## src/rtl/bcd_serial_collector_pkg.sv

```systemverilog
// Shared definitions for the serial BCD collector.
// Contents:
//   BITS_PER_DIGIT, BCD_MAX  - digit framing and the largest legal BCD value
//   SEG_0 .. SEG_9           - active-high {g,f,e,d,c,b,a} patterns
//   SEG_BLANK                - all segments off (active-high)
//   seg_pattern()            - maps a 4-bit value to its pattern, blank if > 9
package bcd_serial_collector_pkg;

    localparam int         BITS_PER_DIGIT = 4;
    localparam logic [3:0] BCD_MAX        = 4'd9;

    localparam logic [6:0] SEG_0     = 7'b0111111;
    localparam logic [6:0] SEG_1     = 7'b0000110;
    localparam logic [6:0] SEG_2     = 7'b1011011;
    localparam logic [6:0] SEG_3     = 7'b1001111;
    localparam logic [6:0] SEG_4     = 7'b1100110;
    localparam logic [6:0] SEG_5     = 7'b1101101;
    localparam logic [6:0] SEG_6     = 7'b1111101;
    localparam logic [6:0] SEG_7     = 7'b0000111;
    localparam logic [6:0] SEG_8     = 7'b1111111;
    localparam logic [6:0] SEG_9     = 7'b1101111;
    localparam logic [6:0] SEG_BLANK = 7'b0000000;

    function automatic logic [6:0] seg_pattern(input logic [3:0] d);
        case (d)
            4'd0:    return SEG_0;
            4'd1:    return SEG_1;
            4'd2:    return SEG_2;
            4'd3:    return SEG_3;
            4'd4:    return SEG_4;
            4'd5:    return SEG_5;
            4'd6:    return SEG_6;
            4'd7:    return SEG_7;
            4'd8:    return SEG_8;
            4'd9:    return SEG_9;
            default: return SEG_BLANK;
        endcase
    endfunction

endpackage

```

## src/rtl/bcd_seg_decoder.sv

```systemverilog
// Combinational 4-bit BCD to 7-segment decoder.
// Ports:
//   bcd    in  4  digit value; values above 9 show as blank
//   blank  in  1  forces all segments off
//   seg    out 7  {g,f,e,d,c,b,a}, inverted when SEG_ACTIVE_LOW=1
module bcd_seg_decoder
    import bcd_serial_collector_pkg::*;
#(
    parameter bit SEG_ACTIVE_LOW = 1'b0
) (
    input  logic [3:0] bcd,
    input  logic       blank,
    output logic [6:0] seg
);

    logic [6:0] seg_hi;

    // NOTE: give every always_comb output a default first so no path leaves it
    // unassigned; an unassigned path would infer a latch.
    always_comb begin
        seg_hi = SEG_BLANK;
        if (!blank) begin
            seg_hi = seg_pattern(bcd);
        end
    end

    // Polarity is applied last so "blank" means all segments dark either way.
    assign seg = SEG_ACTIVE_LOW ? ~seg_hi : seg_hi;

endmodule

```

## src/rtl/bcd_serial_collector.sv

```systemverilog
// Collects the LSB-first serial BCD stream from the Excess-3 to BCD converter
// into 4-bit digits, keeps a history of the last NDIG good digits, flags
// non-BCD nibbles and drives a 7-segment display of the newest good digit.
// Ports:
//   Clk         in  1       clock, rising edge
//   Rst         in  1       asynchronous active-low reset
//   En          in  1       bit strobe; Din is consumed only when En=1
//   Din         in  1       serial BCD bit, LSB first
//   Digit       out 4       last completed nibble, good or bad
//   DigitValid  out 1       one-cycle pulse when a new nibble lands on Digit
//   DigitErr    out 1       high while Digit holds a nibble > 9
//   Digits      out 4*NDIG  history, [3:0] is the newest good digit
//   DigitCount  out 4       good digits received, saturating at NDIG
//   Seg         out 7       {g,f,e,d,c,b,a} of the newest good digit
module bcd_serial_collector
    import bcd_serial_collector_pkg::*;
#(
    parameter int NDIG           = 4,
    parameter bit SEG_ACTIVE_LOW = 1'b0
) (
    input  logic              Clk,
    input  logic              Rst,
    input  logic              En,
    input  logic              Din,
    output logic [3:0]        Digit,
    output logic              DigitValid,
    output logic              DigitErr,
    output logic [4*NDIG-1:0] Digits,
    output logic [3:0]        DigitCount,
    output logic [6:0]        Seg
);

    localparam int         CNT_W    = $clog2(BITS_PER_DIGIT);
    localparam logic [CNT_W-1:0] LAST_BIT = CNT_W'(BITS_PER_DIGIT - 1);
    localparam logic [3:0] NDIG_L   = 4'(NDIG);

    logic [CNT_W-1:0]  bit_cnt;
    logic [3:0]        shift;
    logic [3:0]        nib;
    logic              nib_good;
    logic [4*NDIG-1:0] digits_next;

    // Nibble as it would stand after taking the current bit; on the fourth
    // bit this is the completed digit, LSB first.
    assign nib      = {Din, shift[3:1]};
    assign nib_good = (nib <= BCD_MAX);

    generate
        if (NDIG == 1) begin : g_hist_one
            assign digits_next = nib;
        end else begin : g_hist_many
            assign digits_next = {Digits[4*NDIG-5:0], nib};
        end
    endgenerate

    // NOTE: sequential state uses non-blocking assignments so every register
    // samples the pre-edge values, independent of statement order.
    always_ff @(posedge Clk or negedge Rst) begin
        if (!Rst) begin
            bit_cnt    <= '0;
            shift      <= '0;
            Digit      <= '0;
            DigitValid <= 1'b0;
            DigitErr   <= 1'b0;
            Digits     <= '0;
            DigitCount <= '0;
        end else begin
            DigitValid <= 1'b0;
            if (En) begin
                shift   <= nib;
                bit_cnt <= bit_cnt + 1'b1;
                if (bit_cnt == LAST_BIT) begin
                    Digit      <= nib;
                    DigitValid <= 1'b1;
                    DigitErr   <= !nib_good;
                    // Bad nibbles are reported on Digit but never enter history.
                    if (nib_good) begin
                        Digits <= digits_next;
                        if (DigitCount != NDIG_L) begin
                            DigitCount <= DigitCount + 4'd1;
                        end
                    end
                end
            end
        end
    end

    bcd_seg_decoder #(
        .SEG_ACTIVE_LOW(SEG_ACTIVE_LOW)
    ) u_seg (
        .bcd   (Digits[3:0]),
        .blank (DigitCount == 4'd0),
        .seg   (Seg)
    );

endmodule

```

## config.mk

```make
export PLATFORM = sky130hd
export DESIGN_NAME = bcd_serial_collector
export DESIGN_NICKNAME = d
export VERILOG_FILES = /design/src/rtl/bcd_serial_collector_pkg.sv /design/src/rtl/bcd_seg_decoder.sv /design/src/rtl/bcd_serial_collector.sv
export SDC_FILE = /design/constraint.sdc
export NUM_CORES = 1
export LEC_CHECK = 0
export ABC_CLOCK_PERIOD_IN_PS = 1700
export BUFFER_PORTS_ARGS = -buffer_cell sky130_fd_sc_hd__buf_2
export CAP_MARGIN = 20
export CORE_MARGIN = 2
export CORE_UTILIZATION = 49
export CTS_BUF_LIST = sky130_fd_sc_hd__clkbuf_4
export CTS_CLUSTER_SIZE = 40
export DETAILED_ROUTE_END_ITERATION = 10
export PLACE_DENSITY = 0.76
export SYNTH_ARGS = -nofsm -noshare
export SYNTH_HDL_FRONTEND = slang
export SYNTH_SLANG_ARGS = --single-unit
```

## constraint.sdc

```tcl
create_clock -name Clk -period 1.7 [get_ports Clk]
set_clock_uncertainty 0.2 [all_clocks]
set_input_delay 0.085 -clock Clk [delete_from_list [all_inputs] [get_ports Clk]]
set_output_delay 0.085 -clock Clk [all_outputs]
set_load 0.02 [all_outputs]
```

# Word level (Yosys, flattened, before mapping)
# Memories as Yosys holds them, arrays and structs flattened.
# Cells that the tools add are included.
# word_totals
register_bits	32
rom_bits	112
out_inout_bits	33
elab_cells	21
memories	1
# classes
add_sub_neg	2
n_lt_le_gt_ge	1
eq_ne	2
muxes	3
reduce_logical	5
# mem_list
memory	depth	width	read_ports	rd_clocked_by_memory_dff	wr	line_no	source
(name not given)	16	7	1	0	0	bcd_serial_collector_pkg.sv:25	case (d)
# op_table
operator	n
7-bit two-way mux	1
4-bit by 1-bit adder with 4-bit output, second input constant	1
4-bit less-or-equal comparator, second input constant	1
4-bit zero test	1
4-bit by 3-bit inequality test with 1-bit output, second input constant	1
4-bit AND reduction	1
3-bit AND reduction	1
2-bit by 1-bit adder with 2-bit output, second input constant	1
2-bit equality test, second input constant	1
1-bit two-way mux	2
2-bit AND reduction	1
1-bit zero test	1

# Depth between registers and ports, before layout
# Gate-level depths: netlist of the first run.
# logic_depth
depth_word	3
depth_mapped	6
ltp_nobuf	5

# Cells and area by module
# From an unflattened synthesis of the first run, not the netlist that was laid out.
# hier_totals
hier_cells	114
hier_area_um2	1531.5
# by_module_without_submodules
module	instances	cells_per_inst	area_each_um2
bcd_serial_collector	1	83	1301.2
bcd_seg_decoder	1	31	230.2

# Least setup slack after synthesis of the first run
# OpenSTA, ideal clock, no wires.
# synth_timing
path_kind	flip-flop to output port
from	register Digits[1]
to	output Seg[0]
t_arrival_ps	1462
t_required_ps	1415
slack_ps	-47
path_stages_with_launch	5
path_buffers	0
path_cell_list	dfrtp_1 -> inv_1 -> ha_1 -> mux2_2 -> a21oi_1
# synth_via
elab_chain_len	2
# synth_rtl
element	line_no	source
start, declared	bcd_serial_collector.sv:28	output logic [4*NDIG-1:0] Digits,
start signal, assigned	bcd_serial_collector.sv:78	Digits <= digits_next;
memory 16 x 7 bit	n/a	
7-bit two-way mux	bcd_seg_decoder.sv:22	if (!blank) begin
end, declared	bcd_serial_collector.sv:30	output logic [6:0] Seg
# Every way passes these cells.

# Final worst setup path of the first run
# layout_timing
from	register Digits[0]
to	output Seg[0]
# Same word-level chain as after synthesis.

==> out/metrics.sh, run 1 <==
WORSTMARGINPINSLEW_NS=0.665
ANTENNA_CELLS=0
REG_TO_REG_STARTPOINT='DigitCount[0]'
PIN_COUNT=37
CRIT_PATH_TOP_DELAY_CELL='sky130_fd_sc_hd__dfrtp_2'
SYNTH_AREA_PER_CELL_UM2=12.1
CTS_TREE='done'
NUMPORTBUFFERS=36
SETUP-VIOLATIONS-FINAL=7
RSZ0062_AT_GRT='true'
MIN_SETUP_SLACK_POST_ROUTE_NS=-0.131
SEQUENTIAL_POWER_SHARE=0.316
GLOBAL_ROUTE_WIRE_LENGTH_BEFORE_REPAIR_UM=4620
CTS.REPORTEDPATHS.CLKPINSLEW_NS=0.09
FIRST_GLOBAL_VIAS=988
CLOCKBUFFERDEPTH=2
FINAL_ANTENNA_NET_COUNT=0
CTS.HTREE.LEVELS=2
SYNTHXORXNORAREAFRAC=0.0116
POWER.SWITCHING_mW=1.98
LOGIC_GATE_SHARE_OF_TOTAL_POWER=0.597
WL_FINAL_UM=2920
DRC_ERRORS=0
SYNTHESIS.NETS=136
SYN_STD_CELL_AREA_UM2=1500
NNETSFINAL=189
YOSYS_WARNINGS=0
FIN_CRIT_SH=1.08
SW_FRAC_OF_TOTAL=0.449
CP_SLOWEST_STAGE_DELAY_NS=0.47
HPWLAFTERDP_UM=1950
DESIGN.CORE.AREA_UM2=2980
CLOCK_LATENCY_NS=0.33
GRT_START_MAX_NET_PINS=32
WORST_HOLD_PATH_TYPE='input port to asynchronous set/reset pin'
STD_CELL_ROWS=20
NETLIST_INSTANCES=124
FINAL_PERIOD_MINUS_WORST_SETUP_SLACK_NS=1.83
POST_SYNTH_FA_HA_MAJ_AREA_FRACTION=0.0666
POST_SYNTH_AND_OR_NAND_NOR_AREA_FRACTION=0.101
FAILED_CHECKS='negative setup slack'
POWER_DENSITY_nW_PER_UM2=2220
P_INT_mW=2.42
SHARE_OF_POST_ROUTE_CELLS_WITH_DRIVE_STRENGTH_ABOVE_1=0.548
DP.CELLS=195
SYNTH_CELL_TYPE_COUNT=24
REQUIRED_TIME_OF_THE_CRITICAL_PATH_NS=1.41
WORSTSETUPSTARTPOINTTYPE='flip-flop'
NUM_VIAS=1074
DPL_CELL_AREA_UM2=1740
SYNTH_MUX_AREA_FRAC=0.182
DRTPASS1ITERATIONS=5
DIE_Y_UM=59.4
WORST-PATH-MAX-FANOUT=6
MAX_CAP_VIOLATIONS=0
ROUTEDWLPERCELL_UM=13.9
HOLD_VIOL_FINAL=0
MAIN_COMBINATIONAL_CELL_FAMILY_BY_AREA_AFTER_SYNTHESIS='multiplexers'
FINALWEIGHTEDCONGESTION=0.748
CRITICAL_PATH.REG2REG.ENDPOINT='DigitCount[1]'
SEQ_AREA_FRAC_SYNTH=0.516
LAYOUT.CELLS.NON_FILLER=210
RUN_STATUS='finished with violations'
POWER.SHARE.CLOCK=0.088
YS_SEQ_ELEMENTS=31
CRITICAL_PATH_ARRIVAL_NS=1.55
CTS_ROOT_BUFFER='sky130_fd_sc_hd__clkbuf_4'
REGTOREGSETUPSLACK_NS=0.04
FINALMAXSLEWVIOLATIONS=0
DRT_FIRST_ITER_VIOLATIONS=47
IRDROPWORSTVDD_mV=1.11
NUMCLOCKSINKS=31
FMAX_MHz=546
ROUTE.DETAILED.VIAS_PER_INST=5.11
START_UTIL=0.505
WORST-R2R-CELL-COUNT=6
GRT_ANTENNA_BEFORE_REPAIR=0
CP-END-KIND='output port'
CRITICAL_PATH.CELL_CHAIN='inv_4 > ha_4 > mux2_4 > a21oi_2 > buf_4'
TIGHTEST_SLEW_MARGIN_RELATIVE_TO_THE_LIMIT=0.557
AREA_FRACTION_IN_COMPOUND_GATES_AFTER_SYNTHESIS=0.0832
P_LEAK_nW=1.02
LAYOUT-AREA-OVERHEAD-VS-SYNTH_PCT=31.7
GRT-OVFL-TOTAL=0
DIE-AREA_UM2=3530
POWER.TOTAL_mW=4.40
CTS_BUFFERS=5
DIE_X_UM=59.4
GR-USAGE-ALL-LAYERS=0.178
SETUP_CRIT_PATH_KIND='flip-flop to output port'
AREA_OF_ALL_PLACED_CELLS_WITHOUT_FILLERS_UM2=1980
==> cells by family after synthesis <==
group           after synthesis
buf+inv                      11
fa+ha+maj                     8
flops                        31
xor+xnor                      2
mux                          21
compound gates               18
simple gates                 33
==> registers in the layout, indices dropped and copies added (netlist names) <==
name and cells:
Digits 16, DigitCount 4, Digit 4, shift 3
bit_cnt 2, DigitErr 1, DigitValid 1
==> power by group through the flow <==
stage	Clock [mW]	Sequential, mW	Combinational [mW]
floorplan	0	1.68	1.13
global placement	0	1.33	2.12
detailed placement	0	1.35	2.19
CTS	0.402	1.37	2.53
global route	0.423	1.44	2.83
finish	0.386	1.39	2.62
==> metal layers <==
metal	track usage	wire length, µm	up-vias
met2	0.275	1420	34
met3	0.0480	143	5
li1	-	-	520
met5	0	0	-
met4	0.0682	41	0
met1	0.239	1320	515
==> area by class of cell <==
cell class / instances / area (µm²)
fill: 221 / 997
sequential: 31 / 778
multi-input combinational: 82 / 769
timing repair buffer: 50 / 317
tap: 33 / 41.3
clock buffer: 5 / 37.5
inverter: 7 / 28.8
clock inverter: 2 / 8.76
==> placed cells by master (no fill, tap or decap), drive strengths merged <==
cell type and count:
xnor2 1, nand2 18, xor2 1, and3 1, clkinv 2, a21oi 9, clkbuf 5, nand2b 3
nand3 2, dlygate4sd3 3, nor2 9, o211ai 1, inv 7, dfrtp 31, mux2 21, a2bb2oi 2
o21ai 6, ha 8, buf 47
==> through the flow <==
| stage | setup TNS, ns | utilization | hold WS [ns] | setup WS (ns) |
|---|---|---|---|---|
| after floorplan | -0.187 | - | -0.411 | -0.0473 |
| after global placement | 0 | 0.583 | -0.0506 | 0.0838 |
| after detailed placement | 0 | 0.583 | -0.0412 | 0.0583 |
| after CTS | -0.649 | 0.644 | 0.131 | -0.139 |
| after global routing | -1.20 | 0.665 | 0.181 | -0.204 |
| final | -0.668 | 0.665 | 0.120 | -0.131 |
==> critical path, delay by kind of cell, from the launching register on <==
family / cells / cell delay, ns
AO/OA/AOI/OAI: 1 / 0.11
adder cells (fa/ha/maj): 1 / 0.16
buffers and inverters: 2 / 0.23
flip-flops: 1 / 0.47
multiplexers: 1 / 0.25
==> Yosys cell counts (all sizes together) <==
| cell | count | area (µm²) |
|---|---|---|
| buf | 3 | 30.0 |
| dfrtp | 31 | 776 |
| mux2 | 21 | 274 |
| nand2 | 18 | 82.6 |
| xor2 | 1 | 8.76 |
| a21oi | 9 | 45.0 |
| clkbuf | 1 | 3.75 |
| nand2b | 3 | 18.8 |
| o211ai | 1 | 21.3 |
| ha | 8 | 100 |
| nand3 | 2 | 10.0 |
| xnor2 | 1 | 8.76 |
| inv | 7 | 26.3 |
| nor2 | 9 | 33.8 |
| o21ai | 6 | 41.3 |
| and3 | 1 | 6.26 |
| a2bb2oi | 2 | 17.5 |
==> worst max-delay path by stage <==
stage,from,end,depth (start not counted)
5_1_grt,Digits[0],Seg[2],6
4_1_cts,Digits[0],Seg[0],4
6_report,Digits[0],Seg[0],5
3_3_place_gp,bit_cnt[0],Digits[0],5
2_1_floorplan,Digits[1],Seg[0],4
3_5_place_dp,bit_cnt[0],Digits[0],5
==> repair_timing <==
item	CTS	global route
setup endpoints to repair	7	11
hold buffers	3	0
setup buffers	3	2
pin swaps	5	4
endpoints found under the hold margin	41	0
resized for setup	26	11
No activity file was read; power rests on OpenSTA's default activity.
==> run 2: changes to the inputs <==
- SYNTH_HIERARCHICAL: unset -> 1
==> run 2 against run 1 <==
The run still ends with negative setup slack left. Total power is 11% higher. Count of clock-buffer cells in the layout is 1 higher. Final area is 5.6% higher. Maximum frequency is 6.7% lower. Critical path depth is 3 higher. Die area is 1.7% higher. Clock power is 6.5% higher. Final cell count is 1.4% lower. Critical path type unchanged. Largest power group unchanged.
==> out/metrics.sh, run 2 <==
DIE-AREA_UM2=3590  # +1.7%
SETUP-VIOLATIONS-FINAL=9  # +2
LAYOUT.FILLER_CELLS=218  # -1.4%
CRITICAL_PATH_ARRIVAL_NS=1.68  # +0.13 ns
NUM_VIAS=1075  # +0.093%
REQUIRED_TIME_OF_THE_CRITICAL_PATH_NS=1.41  # about the same
GRT-OVFL-TOTAL=0  # unchanged
LAYOUT_COMMON_CELLS='29 x sky130_fd_sc_hd__dfrtp_1, 29 x sky130_fd_sc_hd__buf_2, 18 x sky130_fd_sc_hd__mux2_2, 17 x sky130_fd_sc_hd__buf_4, 7 x sky130_fd_sc_hd__mux2_4'
GRT_ANTENNA_BEFORE_REPAIR=0  # unchanged
ASYNC_RESET_FF_FRAC=1.00  # unchanged
WORST_HOLD_PATH_TYPE='input port to asynchronous set/reset pin'
FIRST_GLOBAL_VIAS=1048  # +6.1%
SYNTH_CELL_TYPE_COUNT=33  # +38%
FAILED_CHECKS='negative setup slack'
GR-USAGE-ALL-LAYERS=0.189  # +0.0107
SYNTHESIS.NETS=126  # -7.4%
CTS_TREE='done'
WORSTSETUPSTARTPOINTTYPE='flip-flop'
DRTPASS1ITERATIONS=4  # -1
LARGEST-REGISTER='Digits'
CTS.REPORTEDPATHS.CLKPINSLEW_NS=0.10  # about the same
GRT_START_MAX_NET_PINS=32  # unchanged
HPWLAFTERDP_UM=2150  # +10%
NUMCLOCKSINKS=31  # unchanged
POWER.SWITCHING_mW=2.08  # +5.5%
MIN_SETUP_SLACK_POST_ROUTE_NS=-0.262  # -0.131 ns
LAYOUT-AREA-OVERHEAD-VS-SYNTH_PCT=36.6
LOGIC_GATE_SHARE_OF_TOTAL_POWER=0.635  # +0.038
ROUTE.DETAILED.VIAS_PER_INST=5.19  # +1.5%
YOSYS_WARNINGS=6  # +6
SYNTH_TOP_AREA_FRAC=0.507  # -0.00927
SHARE_OF_POST_ROUTE_CELLS_WITH_DRIVE_STRENGTH_ABOVE_1=0.632  # +0.0842
LARGEST_REG_FLOPS=16  # unchanged
DESIGN.CORE.AREA_UM2=3000  # +0.84%
POWER.SHARE.CLOCK=0.085  # -0.003
SYNTH_COMMONEST_CELLS='31 x sky130_fd_sc_hd__dfrtp_1, 18 x sky130_fd_sc_hd__mux2_2, 8 x sky130_fd_sc_hd__ha_1'
LAYOUT.CELLS.NON_FILLER=207  # -1.4%
FIN_CRIT_SH=1.15  # +0.0771
ANTENNA_CELLS=0  # unchanged
SYNTH_TOP_CELL_BY_AREA='sky130_fd_sc_hd__dfrtp_1'
TIGHTEST_SLEW_MARGIN_RELATIVE_TO_THE_LIMIT=0.550  # -0.00633
PRECTSSETUPSLACK_NS=0.0220  # -0.0363 ns
NETLIST_INSTANCES=114  # -8.1%
NUMPORTBUFFERS=36  # unchanged
DIE_X_UM=59.9  # +0.85%
YS_SEQ_ELEMENTS=31  # unchanged
RSZ0062_AT_GRT='true'
PIN_COUNT=37  # unchanged
HOLD_VIOL_FINAL=0  # unchanged
SEQUENTIAL_POWER_SHARE=0.281  # -0.035
SETUP_CRIT_PATH_KIND='flip-flop to output port'
WORST-PATH-MAX-FANOUT=2  # -4
FINALWEIGHTEDCONGESTION=0.831  # +11%
COUNT_OF_FLIP_FLOPS_WITH_A_BUILT_IN_ENABLE_AFTER_SYNTHESIS=0  # unchanged
DIE_Y_UM=59.9  # +0.85%
DRT_FIRST_ITER_VIOLATIONS=29  # -38%
GLOBAL_ROUTE_WIRE_LENGTH_BEFORE_REPAIR_UM=4840  # +4.6%
POWER_DENSITY_nW_PER_UM2=2330  # +4.7%
CLOCK_LATENCY_NS=0.32  # about the same
DRC_ERRORS=0  # unchanged
CTS_BUFFERS=5  # unchanged
CP-END-KIND='output port'
SYNTHFLOPTYPE='sky130_fd_sc_hd__dfrtp_1'
WL_FINAL_UM=2980  # +1.8%
FINAL_ANTENNA_NET_COUNT=0  # unchanged
UTILIZATION=0.697  # +0.0315
NNETSFINAL=185  # -2.1%
FIN_HOLD_WS_NS=0.126  # +0.00592 ns
SYN_STD_CELL_AREA_UM2=1530  # +1.8%
FMAX_MHz=510  # -6.7%
SYNTH_MOST_COMMON_CELL='sky130_fd_sc_hd__dfrtp_1'
P_INT_mW=2.78  # +15%
DP.CELLS=188  # -3.6%
MAX_CAP_VIOLATIONS=0  # unchanged
SEQ_AREA_FRAC_SYNTH=0.507  # -0.00927
TOP_REGS='Digits (16), DigitCount (4), Digit (4)'
IRDROPWORSTVDD_mV=1.06  # -4.2%
WORSTMARGINPINSLEW_NS=0.675  # +0.00950 ns
START_UTIL=0.510  # +0.00496
CTS.HTREE.LEVELS=2  # unchanged
RUN_STATUS='finished with violations'
FINAL_PERIOD_MINUS_WORST_SETUP_SLACK_NS=1.96  # +0.131 ns
P_LEAK_nW=1.01  # -1.1%
CTS_ROOT_BUFFER='sky130_fd_sc_hd__clkbuf_4'
SYNTH_AREA_PER_CELL_UM2=13.4  # +11%
ROUTEDWLPERCELL_UM=14.4  # +3.3%
SYNTH_TOP_CELLS_BY_AREA='sky130_fd_sc_hd__dfrtp_1 51%, sky130_fd_sc_hd__mux2_2 13%, sky130_fd_sc_hd__mux2_4 6.9%'
FINALMAXSLEWVIOLATIONS=0  # unchanged
SW_FRAC_OF_TOTAL=0.429  # -0.0208
STD_CELL_ROWS=20  # unchanged
CLOCKBUFFERDEPTH=2  # unchanged
==> run 2: what timing repair did <==
item,4_1_cts,5_1_grt
setup buffers,5,3
hold buffers,3,0
pin swaps,6,5
hold endpoints to repair,40,0
setup endpoints to repair,7,8
gates resized for setup,15,9
==> run 2: final cells by class <==
cell class / count / area (µm²) / share of cell area
multi-input cells: 74 / 822 / 0.393
flip-flops and latches: 31 / 778 / 0.372
repair buffers: 55 / 370 / 0.177
clock buffers: 6 / 45.0 / 0.0215
well taps: 33 / 41.3 / 0.0197
inverters: 6 / 27.5 / 0.0132
clock inverters: 2 / 7.51 / 0.00359
==> run 2: kinds of logic after synthesis <==
family | count (synthesis) | synth area share
flops | 31 | 0.507
simple gates | 23 | 0.0989
compound gates | 14 | 0.0645
fa+ha+maj | 8 | 0.0654
buf+inv | 9 | 0.0400
mux | 26 | 0.208
xor+xnor | 3 | 0.0172
==> run 2: final timing paths <==
check	startpoint	to	slack, ns	cells past startpoint
min in group Clk	bit_cnt[0]	bit_cnt[0]	0.28	1
worst max register to register	DigitCount[0]	DigitCount[1]	-0.15	7
worst max-delay path	DigitCount[0]	Seg[0]	-0.26	8
worst min register to register	bit_cnt[0]	bit_cnt[0]	0.28	1
worst min-delay path	Rst	Digits[4]	0.13	2
max in group asynchronous	Rst	DigitCount[0]	0.70	2
==> run 2: metrics by stage <==
step | instance area [µm²] | setup TNS [ns] | power, mW
floorplan | 1600 | 0 | 3.18
global placement | 1850 | 0 | 3.87
detailed placement | 1850 | 0 | 3.98
CTS | 2030 | -1.34 | 4.70
global route | 2090 | -1.99 | 5.21
finish | 2090 | -1.36 | 4.86
==> run 2: critical path, cell delays in order, from the launching register on <==
cell and delay, ns:
sky130_fd_sc_hd__dfrtp_2 0.38, sky130_fd_sc_hd__inv_2 0.05, sky130_fd_sc_hd__ha_4 0.16, sky130_fd_sc_hd__nand2b_4 0.07, sky130_fd_sc_hd__nor2_4 0.03, sky130_fd_sc_hd__or2_4 0.23
sky130_fd_sc_hd__a21o_1 0.21, sky130_fd_sc_hd__o31ai_4 0.08, sky130_fd_sc_hd__buf_6 0.15
==> run 2: power by group through the flow <==
stage | Sequential [mW] | Combinational, mW | Clock (mW)
after floorplan | 1.73 | 1.45 | 0
after global placement | 1.35 | 2.52 | 0
after detailed placement | 1.38 | 2.60 | 0
after CTS | 1.36 | 2.92 | 0.423
after global routing | 1.42 | 3.33 | 0.461
final | 1.37 | 3.09 | 0.411
==> run 2: layer usage <==
metal / GRT usage / wire [µm] / vias to the layer above
met5: 0 / 0 / -
met4: 0.0762 / 53 / 0
met3: 0.0476 / 102 / 7
met2: 0.311 / 1540 / 24
met1: 0.237 / 1280 / 535
li1: - / - / 509
==> run 3: changes to the inputs <==
--- a/constraint.sdc
+++ b/constraint.sdc
@@ -4,2 +4,2 @@
 set_output_delay 0.085 -clock Clk [all_outputs]
-set_load 0.02 [all_outputs]
+set_load 0.1 [all_outputs]
==> run 3 against run 2 <==
The flow still finishes with violations (negative setup slack). Register-to-register slack improved by 0.02 ns. Utilization rose by 6.3 points. Maximum frequency fell by 6.5%. Wire length rose by 7.8%. Critical path depth fell by 3. Worst hold slack got worse by 0.027 ns. Final area rose by 9.0%. Non-clock buffer count rose by 1. Setup slack got worse by 0.14 ns. Critical path type unchanged.
==> out/metrics.sh, run 3 (synthesis gave the netlist of run 2 again) <==
FINALWEIGHTEDCONGESTION=0.853  # +2.6%
TIGHTEST_SLEW_MARGIN_RELATIVE_TO_THE_LIMIT=0.552  # +0.00144
NUMCLOCKSINKS=31  # unchanged
FINAL_ANTENNA_NET_COUNT=0  # unchanged
WORST-R2R-CELL-COUNT=6  # -1
STD_CELL_ROWS=20  # unchanged
MAX_CAP_VIOLATIONS=0  # unchanged
SHARE_OF_POST_ROUTE_CELLS_WITH_DRIVE_STRENGTH_ABOVE_1=0.697  # +0.0650
FIRST_GLOBAL_VIAS=1076  # +2.7%
DIE_X_UM=59.9  # unchanged
FINAL_PERIOD_MINUS_WORST_SETUP_SLACK_NS=2.10  # +0.136 ns
FINALSETUPTNS_NS=-2.73  # -1.37 ns
WL_FINAL_UM=3210  # +7.8%
ROUTEDWLPERCELL_UM=15.4  # +7.3%
MULTI_INPUT_COMB_AREA_UM2=867  # +5.5%
STORAGE_ELEMENT_AREA_UM2=796  # +2.3%
CTS.HTREE.LEVELS=2  # unchanged
LAYOUT_COMMON_CELLS='28 x sky130_fd_sc_hd__buf_2, 23 x sky130_fd_sc_hd__dfrtp_1, 17 x sky130_fd_sc_hd__mux2_2, 14 x sky130_fd_sc_hd__buf_4, 9 x sky130_fd_sc_hd__buf_12'
WORST_HOLD_PATH_TYPE='input port to asynchronous set/reset pin'
CTS_BUFFERS=5  # unchanged
RSZ0062_AT_GRT='true'
DIE-AREA_UM2=3590  # unchanged
NUMPORTBUFFERS=36  # unchanged
GRT_START_MAX_NET_PINS=32  # unchanged
CTS_TREE='done'
NNETSFINAL=186  # +0.54%
HOLD_VIOL_FINAL=0  # unchanged
ANTENNA_CELLS=0  # unchanged
WORSTMARGINPINSLEW_NS=0.672  # -0.00217 ns
GR-USAGE-ALL-LAYERS=0.198  # +0.00893
DRC_ERRORS=0  # unchanged
FIN_HOLD_WS_NS=0.0993  # -0.0266 ns
LAYOUT-AREA-OVERHEAD-VS-SYNTH_PCT=48.9
DPL_CELL_AREA_UM2=2040  # +10%
FMAX_MHz=477  # -6.5%
GRT_ANTENNA_BEFORE_REPAIR=0  # unchanged
DIE_Y_UM=59.9  # unchanged
WORSTSETUPSTARTPOINTTYPE='flip-flop'
NUM_VIAS=1088  # +1.2%
PIN_COUNT=37  # unchanged
FAILED_CHECKS='negative setup slack'
SETUP_CRIT_PATH_KIND='flip-flop to output port'
CP_SLOWEST_STAGE_DELAY_NS=0.52  # +0.14 ns
SETUP-VIOLATIONS-FINAL=9  # unchanged
HPWLAFTERDP_UM=2250  # +4.7%
GRT-OVFL-TOTAL=0  # unchanged
DRTPASS1ITERATIONS=3  # -1
DRT_FIRST_ITER_VIOLATIONS=18  # -38%
MOST_FREQUENT_STANDARD_CELL_IN_THE_LAYOUT_EXCLUDING_FILL_AND_TAP_CELLS='sky130_fd_sc_hd__buf_2'
LARGEST_REG_FLOPS=16  # unchanged
LAYOUT.FILLER_CELLS=198  # -9.2%
ROUTE.DETAILED.VIAS_PER_INST=5.23  # +0.72%
AREA_OF_ALL_PLACED_CELLS_WITHOUT_FILLERS_UM2=2280  # +9.0%
CRITICAL_PATH.CELL_CHAIN='ha_1 > or2_1 > a21o_4 > o31ai_4 > buf_12'
FINALMAXSLEWVIOLATIONS=0  # unchanged
GLOBAL_ROUTE_WIRE_LENGTH_BEFORE_REPAIR_UM=5130  # +6.0%
FIN_CRIT_SH=1.23  # +0.0800
RUN_STATUS='finished with violations'
CRIT_PATH_TOP_DELAY_CELL='sky130_fd_sc_hd__dfrtp_4'
TOP_REGS='Digits (16), DigitCount (4), Digit (4)'
DESIGN.CORE.AREA_UM2=3000  # unchanged
START_UTIL=0.510  # unchanged
WORST-PATH-MAX-FANOUT=5  # +3
LARGEST-REGISTER='Digits'
CRITICAL_PATH_ARRIVAL_NS=1.81  # +0.13 ns
MIN_SETUP_SLACK_POST_ROUTE_NS=-0.398  # -0.136 ns
CTS_ROOT_BUFFER='sky130_fd_sc_hd__clkbuf_4'
REQUIRED_TIME_OF_THE_CRITICAL_PATH_NS=1.41  # about the same
CTS.REPORTEDPATHS.CLKPINSLEW_NS=0.10  # about the same
CLOCK_LATENCY_NS=0.34  # +0.02 ns
CP-END-KIND='output port'
CLOCKBUFFERDEPTH=2  # unchanged
run 3: area by class of cell:
cell class,count,area share
well taps,33,0.0181
multi-input cells,74,0.380
flip-flops and latches,31,0.349
clock inverters,1,0.00219
inverters,6,0.0176
repair buffers,56,0.210
clock buffers,7,0.0230
run 3: metrics by stage:
step                worst slack, ns  utilization  instances
floorplan                    -0.524            -        114
global placement            -0.0275        0.680        190
detailed placement          -0.0639        0.680        190
CTS                          -0.421        0.724        205
global route                 -0.448        0.760        208
finish                       -0.398        0.760        208
run 3: what timing repair did:
action                                 CTS  global route
hold buffers                             4             0
setup buffers                            3             3
pin swaps                                4             5
gates resized for setup                  4            16
endpoints found under the hold margin   40             0
setup endpoints to repair                7            24
run 3: worst max-delay path: cells and delay by family (launching register included):
kind	cells	cell delay, ns
buf+inv	1	0.21
compound gates	2	0.30
fa+ha+maj	1	0.20
simple gates	1	0.24
flops	1	0.52
run 3: metal layers:
metal	track usage	share of wire
met2	0.328	0.54
met3	0.0628	0.043
met4	0.0762	0.018
met5	0	0
met1	0.239	0.40
run 3: path summary, 6_finish.rpt:
| kind | slack [ns] | startpoint | to |
|---|---|---|---|
| max | -0.40 | Digits[0] | Seg[0] |
| max in group asynchronous | 0.69 | Rst | DigitCount[1] |
| min in group Clk | 0.21 | En | bit_cnt[0] |
| min | 0.1 | Rst | Digits[11] |
| min reg2reg | 0.28 | bit_cnt[0] | bit_cnt[0] |
| max reg2reg | -0.13 | DigitCount[0] | DigitCount[1] |
Power of run 3 is left out: the tool's default activity adds up to more than one toggle a clock period on the data nets, which glitch-free logic cannot reach.
